==> config.mk <==
export PLATFORM = sky130hd
export DESIGN_NAME = div_clk_monitor
export DESIGN_NICKNAME = d
export VERILOG_FILES = /design/src/rtl/div_clk_monitor.sv
export SDC_FILE = /design/constraint.sdc
export NUM_CORES = 1
export LEC_CHECK = 0
export BUFFER_PORTS_ARGS = -buffer_cell sky130_fd_sc_hd__buf_2
export CAP_MARGIN = 20
export CORE_ASPECT_RATIO = 0.8
export CORE_UTILIZATION = 55
export DETAILED_ROUTE_END_ITERATION = 10
export HOLD_SLACK_MARGIN = 0.12
export PLACE_DENSITY = 0.75
export SLEW_MARGIN = 15
export SYNTH_ARGS = -nofsm -noshare
export SYNTH_HDL_FRONTEND = slang
export SYNTH_SLANG_ARGS = --single-unit
==> constraint.sdc <==
create_clock -name clk -period 1.9 [get_ports clk]
set_input_delay 0.19 -clock clk [delete_from_list [all_inputs] [get_ports clk]]
set_output_delay 0.19 -clock clk [all_outputs]
set_load 0.05 [all_outputs]
==> src/rtl/div_clk_monitor.sv <==
// Divided-clock monitor: measures the period of div_in in clk cycles, counts edges, flags loss.
// Optional period_min/period_max tracking is compiled in when MON_MINMAX_EN is defined.
module div_clk_monitor #(
    parameter int unsigned CNT_W   = 16,
    parameter int unsigned TIMEOUT = 64,
    parameter int unsigned EDGE_W  = 8
) (
    input  logic              clk,
    input  logic              rst,
    input  logic              C1,
    input  logic              div_in,
    output logic [CNT_W-1:0]  period,
    output logic              period_vld,
    input  logic              period_rdy,
    output logic              overrun,
    output logic              lost,
    output logic [EDGE_W-1:0] edge_cnt
`ifdef MON_MINMAX_EN
    ,
    output logic [CNT_W-1:0]  period_min,
    output logic [CNT_W-1:0]  period_max
`endif
);

    localparam logic [CNT_W-1:0] TIMEOUT_C = CNT_W'(TIMEOUT);

    typedef enum logic [1:0] {
        IDLE       = 2'd0,
        WAIT_FIRST = 2'd1,
        MEASURE    = 2'd2,
        LOST       = 2'd3
    } state_t;

    state_t            r_state;
    logic              r_sync1;
    logic              r_sync2;
    logic              r_prev;
    logic              r_rise;
    logic [CNT_W-1:0]  r_run;
    logic [CNT_W-1:0]  r_period;
    logic              r_vld;
    logic              r_overrun;
    logic              r_lost;
    logic [EDGE_W-1:0] r_edge_cnt;
    logic [CNT_W-1:0]  r_min;
    logic [CNT_W-1:0]  r_max;
    logic              w_emit;
    logic              w_timeout;

    // Synchronizer and registered rising-edge detector; run regardless of C1
    // so re-enabling with div_in already high does not fake an edge.
    always_ff @(posedge clk or negedge rst) begin
        if (!rst) begin
            r_sync1 <= 1'b0;
            r_sync2 <= 1'b0;
            r_prev  <= 1'b0;
            r_rise  <= 1'b0;
        end else begin
            r_sync1 <= div_in;
            r_sync2 <= r_sync1;
            r_prev  <= r_sync2;
            r_rise  <= r_sync2 & ~r_prev;
        end
    end

    assign w_emit    = (r_state == MEASURE) && r_rise;
    assign w_timeout = (r_run == TIMEOUT_C);

    // Control FSM with run counter, handshake and edge counting.
    always_ff @(posedge clk or negedge rst) begin
        if (!rst) begin
            r_state    <= IDLE;
            r_run      <= '0;
            r_period   <= '0;
            r_vld      <= 1'b0;
            r_overrun  <= 1'b0;
            r_lost     <= 1'b0;
            r_edge_cnt <= '0;
            r_min      <= '1;
            r_max      <= '0;
        end else if (!C1) begin
            r_state    <= IDLE;
            r_run      <= '0;
            r_vld      <= 1'b0;
            r_overrun  <= 1'b0;
            r_lost     <= 1'b0;
            r_edge_cnt <= '0;
            r_min      <= '1;
            r_max      <= '0;
        end else begin
            if (r_state == IDLE) begin
                r_run <= '0;
            end else if (r_rise) begin
                r_run <= CNT_W'(1);
            end else if (!w_timeout) begin
                r_run <= r_run + CNT_W'(1);
            end

            // A fresh measurement wins over a same-cycle accept.
            if (w_emit) begin
                r_period <= r_run;
                r_vld    <= 1'b1;
                if (r_vld && !period_rdy) begin
                    r_overrun <= 1'b1;
                end
                if (r_run < r_min) begin
                    r_min <= r_run;
                end
                if (r_run > r_max) begin
                    r_max <= r_run;
                end
            end else if (r_vld && period_rdy) begin
                r_vld <= 1'b0;
            end

            case (r_state)
                IDLE: begin
                    r_state <= WAIT_FIRST;
                end
                WAIT_FIRST: begin
                    if (r_rise) begin
                        r_state    <= MEASURE;
                        r_edge_cnt <= r_edge_cnt + EDGE_W'(1);
                    end else if (w_timeout) begin
                        r_state <= LOST;
                        r_lost  <= 1'b1;
                    end
                end
                MEASURE: begin
                    if (r_rise) begin
                        r_edge_cnt <= r_edge_cnt + EDGE_W'(1);
                    end else if (w_timeout) begin
                        r_state <= LOST;
                        r_lost  <= 1'b1;
                    end
                end
                LOST: begin
                    if (r_rise) begin
                        r_state    <= MEASURE;
                        r_lost     <= 1'b0;
                        r_edge_cnt <= r_edge_cnt + EDGE_W'(1);
                    end
                end
                default: begin
                    r_state <= IDLE;
                end
            endcase
        end
    end

    assign period     = r_period;
    assign period_vld = r_vld;
    assign overrun    = r_overrun;
    assign lost       = r_lost;
    assign edge_cnt   = r_edge_cnt;

`ifdef MON_MINMAX_EN
    assign period_min = r_min;
    assign period_max = r_max;
`else
    logic w_unused_minmax;
    assign w_unused_minmax = ^{r_min, r_max};
`endif

endmodule

==> flow_metrics.py, run 1 <==
metrics = {
    "sta": {
        "setup_viol": 0,
        "rsz0062_at_grt": "false",
        "worstMarginPinSlew_ns": 0.5988,
        "fin_crit_ns": 1.725,
        "drv_slew": 0,
        "max_slew_margin_pct": 60.08,
        "fmax_mhz": 579.8,
        "fin_crit_sh_pct": 90.78,
        "skew_ns": 0.008787,
        "fin_setup_tns_ns": 0,
        "worst_slack_ns": 0.1752,
        "hold_viol_final": 0,
    },
    "clocking": {
        "cts_max_level": 2,
        "cts.clk_slew.worst_paths_ns": 0.08,
        "cts.path.max_buffers": 2,
        "root_buffer": "clkbuf_8",
        "clock_sinks": 49,
        "cts_buffers": 5,
        "worst_skew_pair.late_latency_ns": 0.30,
        "cts_tree": "built",
    },
    "floorplanning": {
        "die_w_um": 74.04,
        "dieArea_um2": 4415,
        "io-pin-count": 32,
        "placement_rows": 20,
        "initial_utilization_pct": 58.87,
        "core-area_um2": 3879,
        "die_height_um": 59.63,
    },
    "worst_setup_path": {
        "cp.arrival_ns": 1.92,
        "worstPathRequired_ns": 2.10,
        "critical_path.startpoint_type": "register",
        "crit_fanout": 5,
        "critPathKind": "reg -> reg",
        "cp_slowest_stage_delay_ns": 0.43,
        "critPathCaptureType": "register",
        "worst_path_max_delay_cell": "dfrtp_1",
        "worstPathCellList": "inv_1 > ha_1 > nor4bb_1 > nand4_1 > buf_4 > xnor2_1 > o21a_1",
        "rrSetupSlack_ns": 0.18,
    },
    "synth": {
        "synth_top_cell_by_area": "dfrtp_1",
        "syn_area_um2": 2283,
        "syn_nets": 221,
        "synth.avg_cell_area_um2": 11.03,
        "ys_top_cells_by_area": "dfrtp_1, mux2_1, xnor2_1, ha_1, nor2_1",
        "synthArstFlopShare_pct": 100.0,
        "synthFlopType": "dfrtp_1",
        "synth_edf_count": 0,
        "synth_cells": 207,
        "yosysTopAreaCellShare_pct": 53.70,
        "netlist-cell-type-count": 35,
        "yosysWarnings": 0,
        "ys_seq_area_share_pct": 53.70,
        "synth-seq-cells": 49,
    },
    "global_routing": {
        "first_global_vias": 1384,
        "grt_max_degree": 50,
        "grt-ovfl-total": 0,
        "grt_pass1_wl_um": 6637,
        "antenna_found_initial": 0,
        "grt_usage_pct": 20.82,
    },
    "pwr": {
        "p_leak_uw": 0.001256,
        "cellPowerDensity_nw_per_um2": 679.3,
        "ir_drop_v": 0.0005034,
    },
    "run_status": {
        "status": "completed",
    },
    "cells_and_area": {
        "final_core_util_pct": 67.77,
        "fill_cells": 310,
        "layout.nets": 262,
        "diodes": 0,
        "drive_gt1_share_pct": 20.48,
        "syn2layout_area_growth_pct": 15.12,
    },
    "flow_run": {
        "maxCapViolations": 0,
    },
    "route": {
        "first_pass_iters": 4,
        "wl_per_cell_um": 13.35,
        "vias": 1590,
        "vias_per_cell": 5.230,
        "drt_wl_total_um": 4058,
        "drc": 0,
        "drt_iter0_drc": 84,
        "ant_nets": 0,
    },
    "hold_path": {
        "hold_path_class": "in -> reg",
    },
    "placed_design": {
        "detailed_place_hpwl_um": 2829,
        "post-place-ws_ns": 0.1174,
        "gp_congestion": 0.7637,
        "io_buffers": 31,
    },
}
[area by class of cell]
type / instances / area (µm²) / area share (%)
sequential: 49 / 1226 / 46.64
multi-input combinational: 142 / 985.9 / 37.51
timing repair buffer: 40 / 227.7 / 8.663
clock buffer: 6 / 72.57 / 2.761
tap: 55 / 68.82 / 2.618
inverter: 10 / 37.54 / 1.428
clock inverter: 2 / 10.01 / 0.3808
[worst max-delay path, delay by kind of cell, from the launching register on]
| kind | cells | cell delay, ns |
|---|---|---|
| AOI/OAI and AO/OA | 1 | 0.16 |
| DFF | 1 | 0.43 |
| xor gates and xnor gates | 1 | 0.12 |
| and+or+nand+nor | 2 | 0.44 |
| buffers and inverters | 2 | 0.32 |
| adders and majority gates | 1 | 0.15 |
[state kept, by name, indices dropped and copies added (netlist names)]
name	flops
r_sync2	1
r_rise	1
r_sync1	1
r_run	16
r_prev	1
period	16
r_state	2
overrun	1
edge_cnt	8
period_vld	1
lost	1
[layer usage]
metal  part of all wire, %  track usage (%)
met4                   1.5            9.890
met3                   3.9            4.592
met5                     0                0
met2                    43            29.22
met1                    51            30.61
[worst paths after layout]
| check | start | endpoint | depth (start not counted) |
|---|---|---|---|
| setup reg to reg | r_run[0] | r_run[0] | 7 |
| hold / removal | period_rdy | overrun | 3 |
| max in group asynchronous | rst | edge_cnt[1] | 3 |
| min in group asynchronous | rst | r_state[0] | 3 |
| setup / recovery | r_run[0] | r_run[0] | 7 |
| hold reg to reg | r_sync1 | r_sync2 | 0 |
[synth_stat cells (2+ instances only)]
cell	count
buf_2	3
a211oi_1	3
nor2b_1	5
mux2i_1	2
mux2_1	12
nor4_2	4
xor2_1	6
nand3_1	7
nand2_1	14
xnor2_1	14
nor4_1	4
nor3_1	5
nand4_1	6
and3_1	2
inv_1	9
o21ai_1	7
nand2b_1	3
nor2_1	23
ha_1	9
a21oi_1	5
o21a_1	2
dfrtp_1	49
[kinds of logic (layout without fill, tap and decap cells)]
| kind of cell | count (synthesis) | after routing | synth area share [%] |
|---|---|---|---|
| DFF | 49 | 49 | 53.70 |
| adders and majority gates | 9 | 9 | 4.932 |
| and+or+nand+nor | 78 | 78 | 18.25 |
| buffers and inverters | 16 | 58 | 3.122 |
| muxes | 14 | 14 | 6.795 |
| xor gates and xnor gates | 20 | 20 | 7.671 |
| AOI/OAI and AO/OA | 21 | 21 | 5.534 |
[cell usage in the layout (no fill, tap or decap), types with 6 or more instances in the layout]
cell type and n:
o21ai_1 7, mux2_1 12, nor2_1 23, nand3_1 7
ha_1 9, buf_4 7, xnor2_1 14, buf_2 31
inv_1 9, xor2_1 6, dfrtp_1 49, nand2_1 14
nand4_1 6
[power by group]
part | internal, µW | total, µW | switching [µW]
combinational | 43.4 | 126 | 83.0
clock | 256 | 586 | 331
sequential | 1060 | 1070 | 17.2
total | 1350 | 1790 | 431
[what timing repair did]
| item | in CTS | in global routing |
|---|---|---|
| gates resized for setup | 0 | 0 |
| hold buffers | 2 | 0 |
| endpoints found under the hold margin | 50 | 0 |
| endpoints found under the setup margin | 0 | 2 |
| setup buffers | 0 | 1 |
[metrics by stage]
step	hold slack [ns]	area (µm²)	cells	power (µW)
6_report	0.1731	2629	304	1786
5_1_grt	0.1845	2629	304	1868
4_1_cts	0.1606	2621	303	1801
3_5_place_dp	0.2997	2519	293	1218
3_3_place_gp	0.3003	2519	293	1217
2_1_floorplan	-0.1056	2283	207	1169
No activity file was read; power rests on OpenSTA's default activity.
==> inputs of run 2 (changes only) <==
==> constraint.sdc (replaced) <==
create_clock -name clk -period 1.9 [get_ports clk]
set_input_delay 0 -clock clk [delete_from_list [all_inputs] [get_ports clk]]
set_output_delay 0 -clock clk [all_outputs]
set_load 0.05 [all_outputs]
==> run 2 against run 1 <==
Via count up 2.3%. First-iteration DRC count is 23% higher. Clock skew decreased by 0.0019 ns. Non-clock buffer count up 1. Critical endpoint is now lost. Highest routed layer unchanged.
==> flow_metrics.py, run 2 (synthesized netlist as in run 1, its figures left out) <==
metrics = {
    "worst_setup_path": {
        "critPathCaptureType": "register",
        "r2r_start": "r_run[0]",
        "worstPathRequired_ns": 2.14,
        "cp_slowest_stage_delay_ns": 0.43,
        "worstPathCellList": "inv_1 > ha_1 > nor4bb_1 > nand4_1 > buf_4 > nor4_1 > o21a_1",
        "critical_path.startpoint_type": "register",
        "worst_path_max_delay_cell": "dfrtp_1",
        "cp.arrival_ns": 1.94,
        "critPathLaunch": "r_run[0]",
        "rr_worst_depth": 7,
        "critPathKind": "reg -> reg",
        "crit_fanout": 6,
    },
    "route": {
        "drt_wl_total_um": 4057,
        "ant_nets": 0,
        "wl_per_cell_um": 13.35,
        "drt_iter0_drc": 103,
        "drc": 0,
        "first_pass_iters": 4,
        "vias": 1627,
        "vias_per_cell": 5.352,
    },
    "cells_and_area": {
        "final_core_util_pct": 68.19,
        "layout_commonest_cell": "dfrtp_1",
        "most-common-layout-cells": "dfrtp_1, buf_2, nor2_1",
        "diodes": 0,
        "layout.nets": 263,
        "drive_gt1_share_pct": 19.68,
        "fill_cells": 308,
        "syn2layout_area_growth_pct": 15.84,
    },
    "placed_design": {
        "post-place-ws_ns": 0.1308,
        "detailed_place_hpwl_um": 2861,
        "io_buffers": 31,
        "gp_congestion": 0.8118,
    },
    "clocking": {
        "clock_sinks": 49,
        "cts.clk_slew.worst_paths_ns": 0.08,
        "cts_tree": "built",
        "root_buffer": "clkbuf_8",
        "cts_resized": 0,
        "worst_skew_pair.late_latency_ns": 0.30,
        "cts_buffers": 5,
        "cts_max_level": 2,
        "cts.path.max_buffers": 2,
    },
    "sta": {
        "hold_viol_final": 0,
        "fin_crit_ns": 1.699,
        "rsz0062_at_grt": "false",
        "worstMarginPinSlew_ns": 0.6006,
        "fin_setup_tns_ns": 0,
        "setup_viol": 0,
        "worst_slack_ns": 0.2010,
        "fin_crit_sh_pct": 89.42,
        "drv_slew": 0,
        "max_slew_margin_pct": 59.96,
        "skew_ns": 0.006838,
        "fmax_mhz": 588.6,
    },
    "flow_run": {
        "maxCapViolations": 0,
    },
    "global_routing": {
        "grt-ovfl-total": 0,
        "grt_util_met1_pct": 31.67,
        "busiest_layer": "met1",
        "antenna_found_initial": 0,
        "grt_usage_pct": 21.49,
        "gr-usage-met3_pct": 5.102,
        "first_global_vias": 1479,
        "grt_max_degree": 50,
        "grt_pass1_wl_um": 6969,
        "grtUsageMet2_pct": 31.43,
    },
    "pwr": {
        "power.total_uw": 1810,
        "netSwitchingPower_uw": 418.8,
        "clockPowerShare_pct": 33.5,
        "power_frac_seq_pct": 59.3,
        "intPower_uw": 1391,
        "cellPowerDensity_nw_per_um2": 684.4,
        "ir_drop_v": 0.0004842,
        "p_comb_share_pct": 7.2,
        "p_leak_uw": 0.001260,
        "p_sw_share_pct": 23.13,
    },
    "floorplanning": {
        "dieArea_um2": 4415,
        "io-pin-count": 32,
        "placement_rows": 20,
        "initial_utilization_pct": 58.87,
        "die_w_um": 74.04,
        "die_height_um": 59.63,
        "core-area_um2": 3879,
    },
    "hold_path": {
        "hold_path_class": "in -> async",
    },
    "run_status": {
        "status": "completed",
    },
}
run 2: worst max-delay path, delay by kind of cell (launching register included):
| kind | cells | cell delay [ns] |
|---|---|---|
| buf+inv | 2 | 0.31 |
| compound gates | 1 | 0.16 |
| flops | 1 | 0.43 |
| simple gates | 3 | 0.59 |
| fa+ha+maj | 1 | 0.14 |
run 2: metrics by stage:
| step | cell area, µm² | instances | hold WS, ns |
|---|---|---|---|
| after global routing | 2645 | 304 | 0.3370 |
| final | 2645 | 304 | 0.3238 |
| after CTS | 2638 | 303 | 0.3338 |
| after global placement | 2511 | 292 | 0.1106 |
| after detailed placement | 2511 | 292 | 0.1099 |
| after floorplan | 2283 | 207 | -0.2956 |
run 2: area by class of cell:
cell class / instances / area (µm²) / area share, %
well taps: 55 / 68.82 / 2.602
inverters: 10 / 37.54 / 1.419
repair buffers: 41 / 240.2 / 9.082
clock buffers: 7 / 86.33 / 3.264
multi-input cells: 142 / 985.9 / 37.28
flip-flops and latches: 49 / 1226 / 46.36
run 2: metal layers:
metal | vias up | routed length [µm]
li1 | 789 | -
met1 | 797 | 2074
met2 | 36 | 1794
met3 | 5 | 154
met4 | 0 | 34
met5 | - | 0
run 2: worst paths after layout:
check / endpoint / slack (ns)
max reg2reg: lost / 0.20
max: lost / 0.20
min reg2reg: r_sync2 / 0.35
min in group clk: r_sync1 / 0.35
min: r_run[11] / 0.32
max in group asynchronous: r_run[5] / 1.16
run 2: what timing repair did:
item / CTS / global route
hold buffers: 4 / 0
setup buffers: 0 / 1
endpoints found under the hold margin: 54 / 0
setup endpoints to repair: 0 / 2
run 2: power by group through the flow:
| stage | Sequential, µW | Clock, µW | Combinational [µW] |
|---|---|---|---|
| after global routing | 1080 | 668 | 149 |
| after CTS | 1070 | 627 | 132 |
| after floorplan | 1100 | 0 | 71.9 |
| after global placement | 1090 | 0 | 124 |
| final | 1070 | 607 | 130 |
| after detailed placement | 1090 | 0 | 125 |
==> inputs of run 3 (changes only) <==
--- a/config.mk
+++ b/config.mk
@@ -8,10 +8,10 @@
 export BUFFER_PORTS_ARGS = -buffer_cell sky130_fd_sc_hd__buf_2
 export CAP_MARGIN = 20
 export CORE_ASPECT_RATIO = 0.8
-export CORE_UTILIZATION = 55
+export CORE_UTILIZATION = 51
 export DETAILED_ROUTE_END_ITERATION = 10
 export HOLD_SLACK_MARGIN = 0.12
-export PLACE_DENSITY = 0.75
+export PLACE_DENSITY = 0.73
 export SLEW_MARGIN = 15
 export SYNTH_ARGS = -nofsm -noshare
 export SYNTH_HDL_FRONTEND = slang
==> constraint.sdc (replaced) <==
create_clock -name clk -period 1.5 [get_ports clk]
set_input_delay 0 -clock clk [delete_from_list [all_inputs] [get_ports clk]]
set_output_delay 0 -clock clk [all_outputs]
set_load 0.05 [all_outputs]
==> run 3 against run 2 <==
Clock power up 62%. Design area increased by 16%. Largest power group unchanged. Count of clock-buffer cells in the layout fell by 1. Sequential share of layout area decreased by 6.3 points. Flip-flop and latch count is the same. Global-route usage grew 1.0 points. Critical path type unchanged.
==> flow_metrics.py, run 3 (synthesized netlist as in run 1, its figures left out) <==
metrics = {
    "run_status": {
        "status": "completed",
    },
    "placed_design": {
        "gp_congestion": 0.8372,
        "post-place-ws_ns": -0.06134,
        "place_inst": 320,
        "io_buffers": 31,
        "detailed_place_hpwl_um": 3367,
    },
    "sta": {
        "rsz0062_at_grt": "true",
        "skew_ns": 0.01229,
        "hold_ws_ns": 0.1775,
        "fin_crit_sh_pct": 99.35,
        "setup_viol": 0,
        "fmax_mhz": 671.0,
        "worstMarginPinSlew_ns": 0.4832,
        "hold_viol_final": 0,
        "worst_slack_ns": 0.009766,
        "drv_slew": 0,
        "max_slew_margin_pct": 67.79,
        "fin_crit_ns": 1.490,
    },
    "route": {
        "vias": 1786,
        "ant_nets": 0,
        "first_pass_iters": 4,
        "vias_per_cell": 5.284,
        "drc": 0,
        "drt_iter0_drc": 103,
        "drt_wl_total_um": 5109,
        "wl_per_cell_um": 15.12,
    },
    "worst_setup_path": {
        "rrSetupSlack_ns": 0.01,
        "worstPathRequired_ns": 1.71,
        "critPathKind": "reg -> reg",
        "critical_path.startpoint_type": "register",
        "cp-endpoint": "r_run[0]",
        "crit_fanout": 6,
        "critPathLaunch": "r_run[0]",
        "rr_worst_depth": 7,
        "timing.rr.end": "r_run[0]",
        "critPathCaptureType": "register",
        "r2r_start": "r_run[0]",
        "cp.arrival_ns": 1.70,
    },
    "floorplanning": {
        "die_height_um": 61.85,
        "initial_utilization_pct": 53.98,
        "core-area_um2": 4230,
        "io-pin-count": 32,
        "placement_rows": 21,
        "dieArea_um2": 4751,
        "die_w_um": 76.81,
    },
    "global_routing": {
        "grt_pass1_wl_um": 8010,
        "grt_max_degree": 31,
        "first_global_vias": 1668,
        "grt_usage_pct": 22.54,
        "grt-ovfl-total": 0,
        "antenna_found_initial": 0,
    },
    "clocking": {
        "worst_skew_pair.late_latency_ns": 0.31,
        "cts_buffers": 5,
        "clock_sinks": 49,
        "cts_tree": "built",
        "cts.clk_slew.worst_paths_ns": 0.09,
        "cts_max_level": 2,
        "root_buffer": "clkbuf_8",
        "cts.path.max_buffers": 2,
    },
    "pwr": {
        "p_leak_uw": 0.001480,
        "cellPowerDensity_nw_per_um2": 845.4,
        "ir_drop_v": 0.0005946,
    },
    "cells_and_area": {
        "final_cells": 338,
        "final_core_util_pct": 72.46,
        "most-common-layout-cells": "dfrtp_1, buf_4, buf_2",
        "drive_gt1_share_pct": 37.01,
        "layout.nets": 294,
        "syn2layout_area_growth_pct": 34.25,
        "seqCellArea_um2": 1227,
        "diodes": 0,
        "multi_input_area_um2": 1090,
        "fill_cells": 305,
        "layout_commonest_cell": "dfrtp_1",
    },
    "flow_run": {
        "maxCapViolations": 0,
    },
    "hold_path": {
        "hold_path_class": "in -> async",
    },
}
run 3: changes by cell type in the layout (fill, tap and decap cells not counted), moves of 3 or more:
| cell | previous run | this run |
|---|---|---|
| inv_2 | 1 | 5 |
| inv_1 | 9 | 5 |
| ha_1 | 9 | 6 |
| buf_4 | 6 | 33 |
run 3: worst min path at each step:
stage	startpoint	to	slack, ns	cells after the start
4_1_cts	rst	r_run[0]	0.19	2
3_5_place_dp	rst	period[10]	-0.006	1
3_3_place_gp	rst	period[10]	-0.008	1
6_report	rst	r_run[0]	0.18	2
5_1_grt	rst	r_run[0]	0.22	2
2_1_floorplan	rst	edge_cnt[0]	-0.30	0
run 3: repair_timing:
action                                  4_1_cts  5_1_grt
pin swaps                                     3        5
gates resized for setup                       8       17
endpoints found under the hold margin        54        0
hold buffers                                  4        0
setup buffers                                 2        3
endpoints found under the setup margin        6       33
gates cloned                                  0        1
run 3: stage by stage:
| step | total power [µW] | TNS, ns | cell area [µm²] |
|---|---|---|---|
| finish | 2591 | 0 | 3065 |
| CTS | 2583 | 0 | 2947 |
| global placement | 1591 | -0.0002388 | 2736 |
| detailed placement | 1594 | -0.1663 | 2736 |
| floorplan | 1483 | -0.01461 | 2292 |
| global route | 2692 | -0.2744 | 3065 |
run 3: power by group:
part	internal (µW)	switching, µW	leakage [µW]
Combinational	111	146	0.000749
Sequential	1340	13.2	0.000673
Clock	542	441	0.0000574
run 3: layer usage:
metal / wire length [µm] / share of wire [%] / track usage, % / up-vias
met3: 222 / 4.3 / 4.818 / 8
met1: 2503 / 49 / 31.71 / 882
met4: 63 / 1.2 / 10.99 / 0
li1: - / - / - / 858
met5: 0 / 0 / 0 / -
met2: 2319 / 45 / 33.80 / 38
run 3: worst max-delay path, stage by stage, from the launching register on:
cell,delay [ns]
dfrtp_1,0.41
inv_2,0.07
ha_1,0.13
nor4bb_2,0.20
nand4_1,0.13
buf_6,0.16
xnor2_1,0.12
o21a_1,0.16
run 3: cell type report:
class                   count  area share [%]
inverters                  10           1.224
flip-flops and latches     49           40.04
well taps                  57           2.327
clock inverters             2           1.224
clock buffers               6           2.694
repair buffers             72           16.94
multi-input cells         142           35.55
